**src/rtl/alu_pkg.sv**
```systemverilog
// alu_pkg: shared types for the ALU issue stage.
//   alu_op_e      - ALU opcode encoding (codes 8-15 pass through unchanged)
//   issue_state_e - issue FSM states
//   alu_cmd_t     - queued command payload (op, rs1, rs2, rd, imm_sel, imm)
// The command payload is sized by ALU_WIDTH / ALU_NUM_REGS below; the
// alu_issue_stage WIDTH / NUM_REGS parameters must match them.
package alu_pkg;

   localparam int unsigned ALU_WIDTH    = 32;
   localparam int unsigned ALU_NUM_REGS = 8;
   localparam int unsigned ALU_RA_W     = $clog2(ALU_NUM_REGS);
   localparam int unsigned ALU_OP_W     = 4;

   typedef enum logic [ALU_OP_W-1:0] {
      ADD = 4'd0,
      SUB = 4'd1,
      AND = 4'd2,
      OR  = 4'd3,
      XOR = 4'd4,
      NOT = 4'd5,
      SLL = 4'd6,
      SRA = 4'd7
   } alu_op_e;

   typedef enum logic {
      IDLE = 1'b0,
      EXEC = 1'b1
   } issue_state_e;

   typedef struct packed {
      logic [ALU_OP_W-1:0]  op;
      logic [ALU_RA_W-1:0]  rs1;
      logic [ALU_RA_W-1:0]  rs2;
      logic [ALU_RA_W-1:0]  rd;
      logic                 imm_sel;
      logic [ALU_WIDTH-1:0] imm;
   } alu_cmd_t;

endpackage

```
**src/rtl/alu_cmd_fifo.sv**
```systemverilog
// alu_cmd_fifo: synchronous FIFO of alu_cmd_t commands.
//   clk, rst   - clock, synchronous active-high reset (empties the FIFO)
//   i_push     - write i_data (ignored when full, even if popping)
//   i_pop      - drop the head entry (ignored when empty)
//   o_head_c   - head entry, combinational
//   o_full_c   - FIFO holds FIFO_DEPTH entries
//   o_empty_c  - FIFO holds no entries
module alu_cmd_fifo
   import alu_pkg::*;
#(
   parameter int unsigned FIFO_DEPTH = 4
) (
   input  logic     clk,
   input  logic     rst,
   input  logic     i_push,
   input  alu_cmd_t i_data,
   input  logic     i_pop,
   output alu_cmd_t o_head_c,
   output logic     o_full_c,
   output logic     o_empty_c
);

   localparam int unsigned PTR_W = $clog2(FIFO_DEPTH);
   localparam int unsigned CNT_W = PTR_W + 1;

   alu_cmd_t         r_mem [FIFO_DEPTH];
   logic [PTR_W-1:0] r_wr_ptr;
   logic [PTR_W-1:0] r_rd_ptr;
   logic [CNT_W-1:0] r_count;
   logic             w_push;
   logic             w_pop;

   assign o_full_c  = (r_count == CNT_W'(FIFO_DEPTH));
   assign o_empty_c = (r_count == '0);
   assign w_push    = i_push && !o_full_c;
   assign w_pop     = i_pop && !o_empty_c;
   assign o_head_c  = r_mem[r_rd_ptr];

   // Storage carries no reset; validity is tracked by r_count.
   always_ff @(posedge clk) begin
      if (w_push) r_mem[r_wr_ptr] <= i_data;
   end

   // Pointers wrap naturally since FIFO_DEPTH is a power of two.
   always_ff @(posedge clk) begin
      if (rst) begin
         r_wr_ptr <= '0;
         r_rd_ptr <= '0;
         r_count  <= '0;
      end else begin
         if (w_push) r_wr_ptr <= r_wr_ptr + PTR_W'(1);
         if (w_pop)  r_rd_ptr <= r_rd_ptr + PTR_W'(1);
         case ({w_push, w_pop})
            2'b10:   r_count <= r_count + CNT_W'(1);
            2'b01:   r_count <= r_count - CNT_W'(1);
            default: r_count <= r_count;
         endcase
      end
   end

endmodule

```
**src/rtl/alu_issue_stage.sv**
```systemverilog
// alu_issue_stage: queues register-addressed ALU commands, reads operands
// from a local register file, drives the combinational ALU and writes the
// result back. One operation every two cycles (IDLE issue, EXEC writeback).
//   clk, rst            - clock, synchronous active-high reset
//   cmd_*               - command valid/ready interface (cmd_ready = !full)
//   alu_operand_a/b, alu_op       - registered ALU inputs
//   alu_result/zero/carry         - ALU outputs, captured in EXEC
//   done_valid/rd/data  - one-cycle completion report
//   flag_zero/carry     - flags of the last completed operation
//   dbg_addr/dbg_data   - combinational register-file read (reg 0 reads 0)
// Optional: define ALU_ISSUE_PERF_EN to add perf_issued / perf_stall
// counters (issued operations, cycles with cmd_valid && !cmd_ready).
module alu_issue_stage
   import alu_pkg::*;
#(
   parameter int unsigned WIDTH      = 32,
   parameter int unsigned NUM_REGS   = 8,
   parameter int unsigned FIFO_DEPTH = 4
) (
   input  logic                        clk,
   input  logic                        rst,
   input  logic                        cmd_valid,
   output logic                        cmd_ready,
   input  logic [3:0]                  cmd_op,
   input  logic [$clog2(NUM_REGS)-1:0] cmd_rs1,
   input  logic [$clog2(NUM_REGS)-1:0] cmd_rs2,
   input  logic [$clog2(NUM_REGS)-1:0] cmd_rd,
   input  logic                        cmd_imm_sel,
   input  logic [WIDTH-1:0]            cmd_imm,
   output logic [WIDTH-1:0]            alu_operand_a,
   output logic [WIDTH-1:0]            alu_operand_b,
   output logic [3:0]                  alu_op,
   input  logic [WIDTH-1:0]            alu_result,
   input  logic                        alu_zero,
   input  logic                        alu_carry,
   output logic                        done_valid,
   output logic [$clog2(NUM_REGS)-1:0] done_rd,
   output logic [WIDTH-1:0]            done_data,
   output logic                        flag_zero,
   output logic                        flag_carry,
   input  logic [$clog2(NUM_REGS)-1:0] dbg_addr,
   output logic [WIDTH-1:0]            dbg_data
`ifdef ALU_ISSUE_PERF_EN
   ,
   output logic [31:0]                 perf_issued,
   output logic [31:0]                 perf_stall
`endif
);

   localparam int unsigned RA_W = $clog2(NUM_REGS);

   issue_state_e     r_state;
   issue_state_e     w_next_state;
   logic             w_pop;
   logic             w_full;
   logic             w_empty;
   alu_cmd_t         w_cmd;
   alu_cmd_t         w_head;

   logic [WIDTH-1:0] r_regs [NUM_REGS];
   logic [WIDTH-1:0] r_operand_a;
   logic [WIDTH-1:0] r_operand_b;
   logic [3:0]       r_alu_op;
   logic [RA_W-1:0]  r_rd;
   logic             r_done_valid;
   logic [RA_W-1:0]  r_done_rd;
   logic [WIDTH-1:0] r_done_data;
   logic             r_flag_zero;
   logic             r_flag_carry;

   assign w_cmd = '{op: cmd_op, rs1: cmd_rs1, rs2: cmd_rs2, rd: cmd_rd,
                    imm_sel: cmd_imm_sel, imm: cmd_imm};

   alu_cmd_fifo #(
      .FIFO_DEPTH (FIFO_DEPTH)
   ) u_fifo (
      .clk       (clk),
      .rst       (rst),
      .i_push    (cmd_valid),
      .i_data    (w_cmd),
      .i_pop     (w_pop),
      .o_head_c  (w_head),
      .o_full_c  (w_full),
      .o_empty_c (w_empty)
   );

   assign cmd_ready     = !w_full;
   assign alu_operand_a = r_operand_a;
   assign alu_operand_b = r_operand_b;
   assign alu_op        = r_alu_op;
   assign done_valid    = r_done_valid;
   assign done_rd       = r_done_rd;
   assign done_data     = r_done_data;
   assign flag_zero     = r_flag_zero;
   assign flag_carry    = r_flag_carry;
   assign dbg_data      = (dbg_addr == '0) ? '0 : r_regs[dbg_addr];

   // FSM state register
   always_ff @(posedge clk) begin
      if (rst) r_state <= IDLE;
      else     r_state <= w_next_state;
   end

   // Next state: issue whenever a command is queued, always return after EXEC
   always_comb begin
      w_next_state = r_state;
      w_pop        = 1'b0;
      case (r_state)
         IDLE: begin
            if (!w_empty) begin
               w_pop        = 1'b1;
               w_next_state = EXEC;
            end
         end
         EXEC:    w_next_state = IDLE;
         default: w_next_state = IDLE;
      endcase
   end

   // Operand issue in IDLE, writeback and completion report in EXEC
   always_ff @(posedge clk) begin
      if (rst) begin
         for (int i = 0; i < int'(NUM_REGS); i++) r_regs[i] <= '0;
         r_operand_a  <= '0;
         r_operand_b  <= '0;
         r_alu_op     <= '0;
         r_rd         <= '0;
         r_done_valid <= 1'b0;
         r_done_rd    <= '0;
         r_done_data  <= '0;
         r_flag_zero  <= 1'b0;
         r_flag_carry <= 1'b0;
      end else begin
         r_done_valid <= 1'b0;
         if (w_pop) begin
            r_operand_a <= r_regs[w_head.rs1];
            r_operand_b <= w_head.imm_sel ? w_head.imm : r_regs[w_head.rs2];
            r_alu_op    <= w_head.op;
            r_rd        <= w_head.rd;
         end
         if (r_state == EXEC) begin
            // Register 0 is hard-wired to zero: drop the write, still report done.
            if (r_rd != '0) r_regs[r_rd] <= alu_result;
            r_flag_zero  <= alu_zero;
            r_flag_carry <= alu_carry;
            r_done_valid <= 1'b1;
            r_done_rd    <= r_rd;
            r_done_data  <= (r_rd == '0) ? '0 : alu_result;
         end
      end
   end

`ifdef ALU_ISSUE_PERF_EN
   logic [31:0] r_perf_issued;
   logic [31:0] r_perf_stall;

   assign perf_issued = r_perf_issued;
   assign perf_stall  = r_perf_stall;

   // Free-running event counters, wrapping at 2^32
   always_ff @(posedge clk) begin
      if (rst) begin
         r_perf_issued <= '0;
         r_perf_stall  <= '0;
      end else begin
         if (r_state == IDLE && w_next_state == EXEC) r_perf_issued <= r_perf_issued + 32'(1);
         if (cmd_valid && !cmd_ready)                 r_perf_stall  <= r_perf_stall + 32'(1);
      end
   end
`endif

endmodule

```
**config.mk**
```make
export PLATFORM = sky130hd
export DESIGN_NAME = alu_issue_stage
export DESIGN_NICKNAME = d
export VERILOG_FILES = /design/src/rtl/alu_pkg.sv /design/src/rtl/alu_cmd_fifo.sv /design/src/rtl/alu_issue_stage.sv
export SDC_FILE = /design/constraint.sdc
export NUM_CORES = 1
export LEC_CHECK = 0
export CAP_MARGIN = 10
export CORE_MARGIN = 5
export CORE_UTILIZATION = 50
export DETAILED_ROUTE_END_ITERATION = 10
export PLACE_DENSITY = 0.71
export SETUP_SLACK_MARGIN = 0.02
export SLEW_MARGIN = 20
export SYNTH_ARGS = -nofsm -noshare
export SYNTH_HDL_FRONTEND = slang
export SYNTH_HIERARCHICAL = 1
export SYNTH_SLANG_ARGS = --single-unit
```
**constraint.sdc**
```tcl
create_clock -name clk -period 7.9 [get_ports clk]
set_input_delay 1.58 -clock clk [delete_from_list [all_inputs] [get_ports clk]]
set_output_delay 1.58 -clock clk [all_outputs]
set_load 0.03 [all_outputs]
```
### After elaboration in Yosys (flattened, before gate mapping)

Memory sizes are Yosys's and may differ from the RTL's. A register that Yosys moved wholly into a read port is not among the register bits.
Cells that the tools add are included.

* bits in registers: 85
* bits in writable memories: 440
* input bits: 86
* output and inout bits: 139
* word-level logic and storage cells: 53
* memories: 2

Memories
* r_regs: depth 8, width 32, read ports 3, clocked after Yosys merged registers in 1, write ports 8, RTL line alu_issue_stage.sv:60 `logic [WIDTH-1:0] r_regs [NUM_REGS];`
* u_fifo.r_mem: depth 4, width 46, read ports 1, clocked after Yosys merged registers in 1, write ports 1, RTL line alu_cmd_fifo.sv:26 `alu_cmd_t r_mem [FIFO_DEPTH];`

* add/sub/neg operators: 4
* equality and inequality tests: 3
* muxes and demuxes: 21
* bitwise logic cells: 1
* reduce and logical (&&, ||, !) cells: 10

Operator list (count)
* two-way mux 32 bit: 4
* OR reduction 32 bit: 1
* two-way mux 1 bit: 12
* logical NOT 3 bit: 3
* one-hot mux 3 bit (2 select lines): 1
* adder 2 x 1 -> 2 bit (second input constant): 2
* two-way mux 2 bit: 2
* adder 3 x 1 -> 3 bit (second input constant): 1
* equality test 3 bit (second input constant): 1
* two-way mux 3 bit: 1
* nonzero test 3 bit: 1
* subtractor 3 x 1 -> 3 bit (second input constant): 1
* equality test 2 x 1 -> 1 bit (second input constant): 1
* equality test 2 bit (second input constant): 1
* logical AND 1 bit: 2
* logical NOT 1 bit: 2
* one-hot mux 1 bit (2 select lines): 1
* nonzero test 2 bit: 1
* inverter 1 bit: 1

### Logic depth before layout (Yosys ltp)

* depth in word-level cells: 7
* gate-level depth with buffers: 14
* mapped depth without buffers: 11

### Cells and area by module

The synthesis kept the hierarchy.

By module, submodules not included
* alu_issue_stage: instances 1, cells each 1604, area an instance 18961.9 µm², sequential area each 9889.5 µm²
* alu_cmd_fifo: instances 1, cells each 294, area an instance 7175.6 µm², sequential area each 5705.5 µm²

### Worst setup path after synthesis

Ideal clock, no wire load.

* kind: input to output
* start point: in dbg_addr[0]
* end point: out dbg_data[31]
* arrival time: 3033 ps
* data required time: 6320 ps
* setup slack: 3287 ps
* cell stages on the path: 5
* path buffers: 3
* cells stage by stage: buf_4 > buf_4 > buf_1 > a22oi_1 > o21ai_0

* longest elaborated chain between the ends: 2
* elaborated cells on any way between the ends: 3
* those cells by class: mux: 1; reduce/logical: 1; memory: 1

RTL lines
* start: declaration: RTL line alu_issue_stage.sv:41 `input logic [$clog2(NUM_REGS)-1:0] dbg_addr,`
* memory read (8 x 32 bit) or logical NOT 3 bit (tied branches)
* two-way mux 32 bit (*): RTL line alu_issue_stage.sv:96 `assign dbg_data = (dbg_addr == '0) ? '0 : r_regs[dbg_addr];`
* end: declaration: RTL line alu_issue_stage.sv:42 `output logic [WIDTH-1:0] dbg_data`

Mark *: on every way between the ends. The rest lies on a longest branch, timed or not.

### Worst setup path after layout

* start point: in dbg_addr[1]
* end point: out dbg_data[2]

The elaborated chain is that of the path after synthesis.

==> summary.md <==
| Metric | Value |
|---|---|
| HP Class | `flip-flop to flip-flop` |
| DR vias/cell | `6.17` |
| Status | `completed` |
| Clk Latency, worst-skew pair | `0.62 ns` |
| Flops & latches, synth | `559` |
| RSZ-0062 raised after global routing | `no` |
| PwrDens | `326 nW/µm²` |
| Sequential-to-total area share from yosys stat | `0.597` |
| CP Launch Type | `input port` |
| Clock root buffer | `clkbuf_16` |
| Critical Path, Cell by Cell | `buf_2 > buf_4 > mux2_2 > a221oi_1 > a21oi_1 > clkdlybuf4s50_1` |
| CTS tree | `yes` |
| Final Power | `10.0 mW` |
| Reg2Reg Capture Point | `u_fifo/r_count[2]` |
| Power share of the clock group | `0.274` |
| Seq pwr share | `0.372` |
| Die Y | `239 µm` |
| Switching share of power | `0.356` |
| Slew Limit Fails | `0` |
| First-pass GRT wire length | `111 mm` |
| Post-CTS Resized | `0` |
| Setup crit end kind | `output port` |
| Area post-placement | `28,900 µm²` |
| Routed Antenna Nets | `0` |
| R2r startpoint | `u_fifo/r_count[0]` |
| WS Path Type | `input port to output port` |
| Yosys cell types | `42` |
| CP max stage delay | `0.70 ns` |
| Hold Crit Endpoint | `alu_op[3]` |
| WP data arrival | `4.36 ns` |
| Die Area | `56,900 µm²` |
| Worst r2r path cells | `12` |
| Port Buffer Count | `224` |
| Initial antenna violation count | `5` |
| GRT Overall Usage | `0.258` |
| Nets | `2,185` |
| Final worst slack | `1.96 ns` |
| Final setup violation count | `0` |
| Routability cong. | `0.828` |
| Hold wc startpoint | `alu_op[3]` |
| Pint | `6.47 mW` |
| Setup bufs post-CTS | `0` |
| Avg Cell Area, Syn | `13.8 µm²` |
| Comb pwr share | `0.355` |
| Hold depth | `2` |
| CORE AREA | `51,500 µm²` |
| Starting Density | `0.507` |
| Synthesis-to-finish area growth | `17.9%` |
| # Max-Cap Violations | `0` |
| Setup WS pre-CTS | `2.00 ns` |
| Vias in the first global route | `17,814` |
| Final instance area | `30,800 µm²` |
| I/O pins | `225` |
| GR Overflow Total | `0` |
| Clk slew on worst S/H paths | `0.05 ns` |
| Max Root-Sink Buffers | `3` |
| Number of CTS-inserted buffers | `58` |
| WL/cell | `26.7 µm` |
| Core Util, Final | `0.598` |
| Final Hold Fails | `0` |
| Crit path max-delay cell type | `clkdlybuf4s50_1` |
| Clk sink count | `559` |
| Via Count | `17,421` |
| Detailed Route WL | `75.3 mm` |
| Post-route clock skew | `0.0157 ns` |
| DRC | `0` |
| Slew HR | `0.249` |
| Synthesized instance count | `1,898` |
| Tcrit/Tclk final | `0.752` |
| Ys flop type | `edfxtp_1` |
| Cell Count, Final, Fillers Out | `2,822` |
| Fin Hold WS | `0.460 ns` |
| Antenna Cells | `0` |
| Drt pass-1 iters | `5` |
| Slew @ Worst Pin | `1.13 ns` |
| Post-synth EDFFs | `440` |
| Tmin final | `5.94 ns` |
| Iteration-0 DRC Markers | `1,872` |
| Share of flip-flops with an asynchronous set or reset | `0` |
| Static Leak | `11.2 nW` |
| CP max FO | `40` |
| Peak supply drop | `0.255 mV` |
| P_sw | `3.57 mW` |
| Post-synthesis instance area | `26,100 µm²` |
| Chip Width | `239 µm` |
| Placed Instances | `2,713` |
| Fmax | `168 MHz` |
| HPWL Detailed | `43.0 mm` |
| Cell row count | `83` |
| Hold buffers post-CTS | `0` |
| Share of cells above drive strength 1 | `0.125` |
| Worst reg-to-reg setup slack | `3.75 ns` |
| Worst endpoint required time | `6.32 ns` |
| Fin Setup TNS | `0 ns` |
| H-tree Lvls | `2` |
| Largest net degree at the start of global routing | `129` |
| Warnings from Yosys | `6` |
Yosys cell counts (2+ instances only):
master    number  area share
xor2_1         3      0.0010
ha_1           5      0.0024
o21ai_1        7      0.0013
nor2_1        50      0.0072
buf_1          7      0.0010
o21ai_0       29      0.0056
a221oi_1      31       0.010
nand2b_1       4     0.00096
nor3_1        66       0.013
or3_1          4     0.00096
mux2i_1      261        0.10
mux4_2        72       0.062
buf_12         4      0.0031
nand3b_1      33      0.0095
or2_2          7      0.0017
a22oi_1      129       0.037
mux2_2        32       0.014
nor2_2         2     0.00048
a22o_1        32       0.011
and2_1       230       0.055
clkbuf_1      78       0.011
buf_4         29      0.0083
nand2_1       17      0.0024
edfxtp_1     440        0.51
buf_2         36      0.0069
mux4_1         6      0.0060
dfxtp_1      119       0.091
a21oi_1      107       0.020
inv_1         40      0.0057
nor2b_1        6      0.0014
metal layers:
layer | part of all wire | global-route usage
met2 | 0.47 | 0.417
met3 | 0.10 | 0.0654
met1 | 0.40 | 0.342
met5 | 0.00064 | 0
met4 | 0.033 | 0.0871
sequential cells by signal, summed over array words and instances, names as in the netlist, named ones only:
signal / flops
alu_op: 4
alu_operand_a: 32
alu_operand_b: 32
done_data: 32
done_rd: 3
done_valid: 1
flag_carry: 1
flag_zero: 1
r_rd: 3
r_regs: 256
r_state: 1
u_fifo/r_count: 3
u_fifo/r_mem: 184
u_fifo/r_rd_ptr: 2
u_fifo/r_wr_ptr: 2
power by group through the flow:
stage	clock (mW)	combinational (mW)	sequential, mW
2_1_floorplan	0	2.18	3.97
3_3_place_gp	0	3.46	3.77
3_5_place_dp	0	3.52	3.79
4_1_cts	2.80	3.53	3.73
5_1_grt	2.92	3.75	3.77
6_report	2.75	3.56	3.73
area by class of cell:
class | instances | area (µm²)
Clock inverter | 20 | 181
Fill cell | 4045 | 20700
Multi-Input combinational cell | 1173 | 9760
Timing Repair Buffer | 260 | 2520
Clock buffer | 89 | 1750
Inverter | 41 | 155
Tap cell | 680 | 851
Sequential cell | 559 | 15600
kinds of logic after synthesis:
| kind of cell | share of synthesized area |
|---|---|
| flops | 0.597 |
| simple gates | 0.0941 |
| mux | 0.182 |
| compound gates | 0.0862 |
| buf+inv | 0.0370 |
| fa+ha+maj | 0.00316 |
| xor+xnor | 0.00101 |
| other cells | 0.000143 |
worst max-delay path: cells and delay by family:
kind                   cells  cell delay (ns)
buffers and inverters      3             1.95
muxes                      1             0.41
AOI/OAI and AO/OA          2             0.41
how the worst max path moves through the flow:
stage | from | endpoint | slack [ns] | depth (start not counted)
finish | dbg_addr[1] | dbg_data[2] | 1.96 | 6
global route | dbg_addr[1] | dbg_data[2] | 1.87 | 6
CTS | dbg_addr[1] | dbg_data[31] | 1.99 | 6
detailed placement | dbg_addr[1] | dbg_data[31] | 2.00 | 6
global placement | dbg_addr[1] | dbg_data[31] | 2.03 | 6
floorplan | dbg_addr[0] | dbg_data[31] | 3.29 | 5
cells in the final DEF (no fill, tap or decap), types with 3 or more instances in the layout:
cell,synthesis,routed
mux4_2,72,70
buf_4,29,36
edfxtp_1,440,440
nand2_1,17,17
clkinv_1,0,5
nor2_2,2,8
or3_1,4,3
a22o_1,32,32
a221oi_1,31,31
nand3b_1,33,33
nor2b_2,0,5
and2_2,0,4
clkbuf_8,0,16
a21oi_1,107,107
o21ai_0,29,29
and2_1,230,226
clkbuf_16,0,59
inv_1,40,40
clkdlybuf4s50_1,0,220
or2_4,0,3
conb_1,1,32
dfxtp_1,119,117
clkbuf_1,78,14
nand2b_1,4,4
mux2_2,32,32
xor2_1,3,3
or2_2,7,5
nor2_1,50,43
mux4_1,6,6
bufinv_16,0,3
nor3_1,66,66
mux2i_1,261,261
ha_1,5,5
a22oi_1,129,129
clkinv_2,0,9
o21ai_1,7,7
Power figures use the tool's default switching activity.
==> RTL edit, RTL diff (same flow settings) <==
Add a define of `ALU_ISSUE_PERF_EN`.
--- a/src/rtl/alu_issue_stage.sv
+++ b/src/rtl/alu_issue_stage.sv
@@ -11,4 +11,6 @@
 // Optional: define ALU_ISSUE_PERF_EN to add perf_issued / perf_stall
 // counters (issued operations, cycles with cmd_valid && !cmd_ready).
+`define ALU_ISSUE_PERF_EN
+
 module alu_issue_stage
    import alu_pkg::*;
Check against the original RTL (old outputs only; new: perf_issued and perf_stall): same outputs for any inputs over 4 cycles, from zero or initial values and one cycle with rst high; that may be too few to reach the edited logic, so the function may still have changed.
==> RTL edit against the original RTL <==
- final area grew 11%
- wire length grew 0.15%
- power grew 3.8%
- area after synthesis grew 9.0%
- sequential cell count grew 64
- fmax grew 3.6%
- worst setup slack gained 0.21 ns
- cell count grew 8.0%
- combinational power shrank 8.4%
- sequential share of layout area shrank 1.4 points
==> RTL edit: results (changes against the original RTL) <==
| Metric | Value |
|---|---|
| Vias in the first global route | `18400 (was 17800)` |
| Reg2Reg Depth | `6 (was 12)` |
| R2r setup slk | `3.96 ns (was 3.75 ns)` |
| Delay of the slowest critical-path stage | `0.77 ns (was 0.70 ns)` |
| Fillers | `4338 (was 4045)` |
| Total global-route track usage | `24.0% (was 25.8%)` |
| Hold Path Origin | `alu_op[0] (was alu_op[3])` |
| Clk_lat worst skew | `0.60 ns (was 0.62 ns)` |
| First-pass GRT wire length | `114000 µm (was 111000 µm)` |
| Initial antenna violation count | `4 (was 5)` |
| Area after DPL | `32100 µm² (was 28900 µm²)` |
| Post-synthesis sequential area ratio | `59.2% (was 59.7%)` |
| Max VDD drop | `0.000184 V (was 0.000255 V)` |
| Commonest cells post-synth | `440 x edfxtp_1, 231 x and2_1, 193 x mux4_2, 183 x dfxtp_1, 116 x nor2_1 (was 440 x edfxtp_1, 261 x mux2i_1, 230 x and2_1, 129 x a22oi_1, 119 x dfxtp_1)` |
| Status | `complete, no violations (unchanged)` |
| TritonRoute pass-1 iters | `8 (was 5)` |
| Detailed Route Iter0 Violations | `1398 (was 1872)` |
| Reg2reg end | `alu_operand_b[7] (was u_fifo/r_count[2])` |
| Static Leak | `12.0 nW (was 11.2 nW)` |
| # H-tree levels | `3 (was 2)` |
| Nets | `2330 (was 2185)` |
| Clock Skew | `0.0219 ns (was 0.0157 ns)` |
| Yosys cell types | `50 (was 42)` |
| Worst hold slack | `0.468 ns (was 0.460 ns)` |
| Fraction of layout cells with a size suffix above 1 | `17.3% (was 12.5%)` |
| Final WL | `75400 µm (was 75300 µm)` |
| Synth Area in Adders | `0.378% (was 0.316%)` |
| Worst Hold End | `alu_op[0] (was alu_op[3])` |
| Detail Placement HPWL | `46700 µm (was 43000 µm)` |
| Complex-gate fraction of the synthesized area | `5.63% (was 8.62%)` |
| CP Data Arrival Time | `4.16 ns (was 4.36 ns)` |
| TritonCTS buffer count | `67 (was 58)` |
| Top post-synthesis cells by area | `edfxtp_1 46%, mux4_2 15%, dfxtp_1 13%, and2_1 5.1%, mux2i_1 2.7% (was edfxtp_1 51%, mux2i_1 10%, dfxtp_1 9.1%, mux4_2 6.2%, and2_1 5.5%)` |
RTL edit: cell types whose count changed after synthesis, sizes merged, moves of 26 or more:
| cell | before | now |
|---|---|---|
| dfxtp | 119 | 183 |
| a22oi | 129 | 1 |
| xor2 | 3 | 46 |
| nand2 | 18 | 50 |
| nor3 | 66 | 13 |
| buf | 77 | 49 |
| a211oi | 0 | 39 |
| mux2i | 261 | 77 |
| nand4 | 0 | 26 |
| nor2 | 52 | 116 |
| mux4 | 78 | 199 |
| nand3b | 33 | 0 |
RTL edit: layout make-up:
class	instances	area [µm²]	share of cell area, %
Sequential cell	623	16900	49.2
Multi-Input combinational cell	1180	11000	32.0
Timing Repair Buffer	318	3120	9.09
Clock buffer	92	1910	5.58
Tap cell	756	946	2.76
Clock inverter	32	267	0.777
Inverter	46	174	0.507
Antenna cell	2	5.00	0.0146
RTL edit: stage by stage:
step | setup slack [ns] | power [W] | instances
finish | 2.16 | 0.0104 | 3049
global route | 1.91 | 0.0109 | 3048
CTS | 2.13 | 0.0105 | 3046
detailed placement | 2.13 | 0.00741 | 2922
global placement | 2.17 | 0.00736 | 2922
floorplan | 3.08 | 0.00632 | 1992
RTL edit: layer usage:
metal	part of all wire, %	GRT usage [%]	vias to the layer above
li1	-	-	8050
met1	40	31.5	9064
met2	50	41.0	735
met3	7.5	4.99	115
met4	2.0	6.45	6
met5	0.046	0	-
RTL edit: tightest hold or removal path, stage by stage, from the launching register on:
cell and delay [ns]:
dfxtp_1 0.31, nand2_1 0.06, a21oi_1 0.05
RTL edit: power by group:
part / internal (W) / switching, W / total, W
clock network: 0.00180 / 0.00129 / 0.00309
registers: 0.00384 / 0.000230 / 0.00407
logic: 0.00138 / 0.00188 / 0.00326
RTL edit: kinds of logic after synthesis:
group / after synthesis
DFF: 623
AOI/OAI and AO/OA: 241
buffers and inverters: 189
xor gates and xnor gates: 55
adders and majority gates: 8
muxes: 309
and+or+nand+nor: 535
other: 1
RTL edit: worst max path at each step:
stage / to / slack (ns) / cells after the start
after detailed placement: dbg_data[31] / 2.13 / 6
after global placement: dbg_data[1] / 2.17 / 6
final: dbg_data[1] / 2.16 / 6
after global routing: dbg_data[1] / 1.91 / 6
after floorplan: dbg_data[31] / 3.08 / 5
after CTS: dbg_data[1] / 2.13 / 6
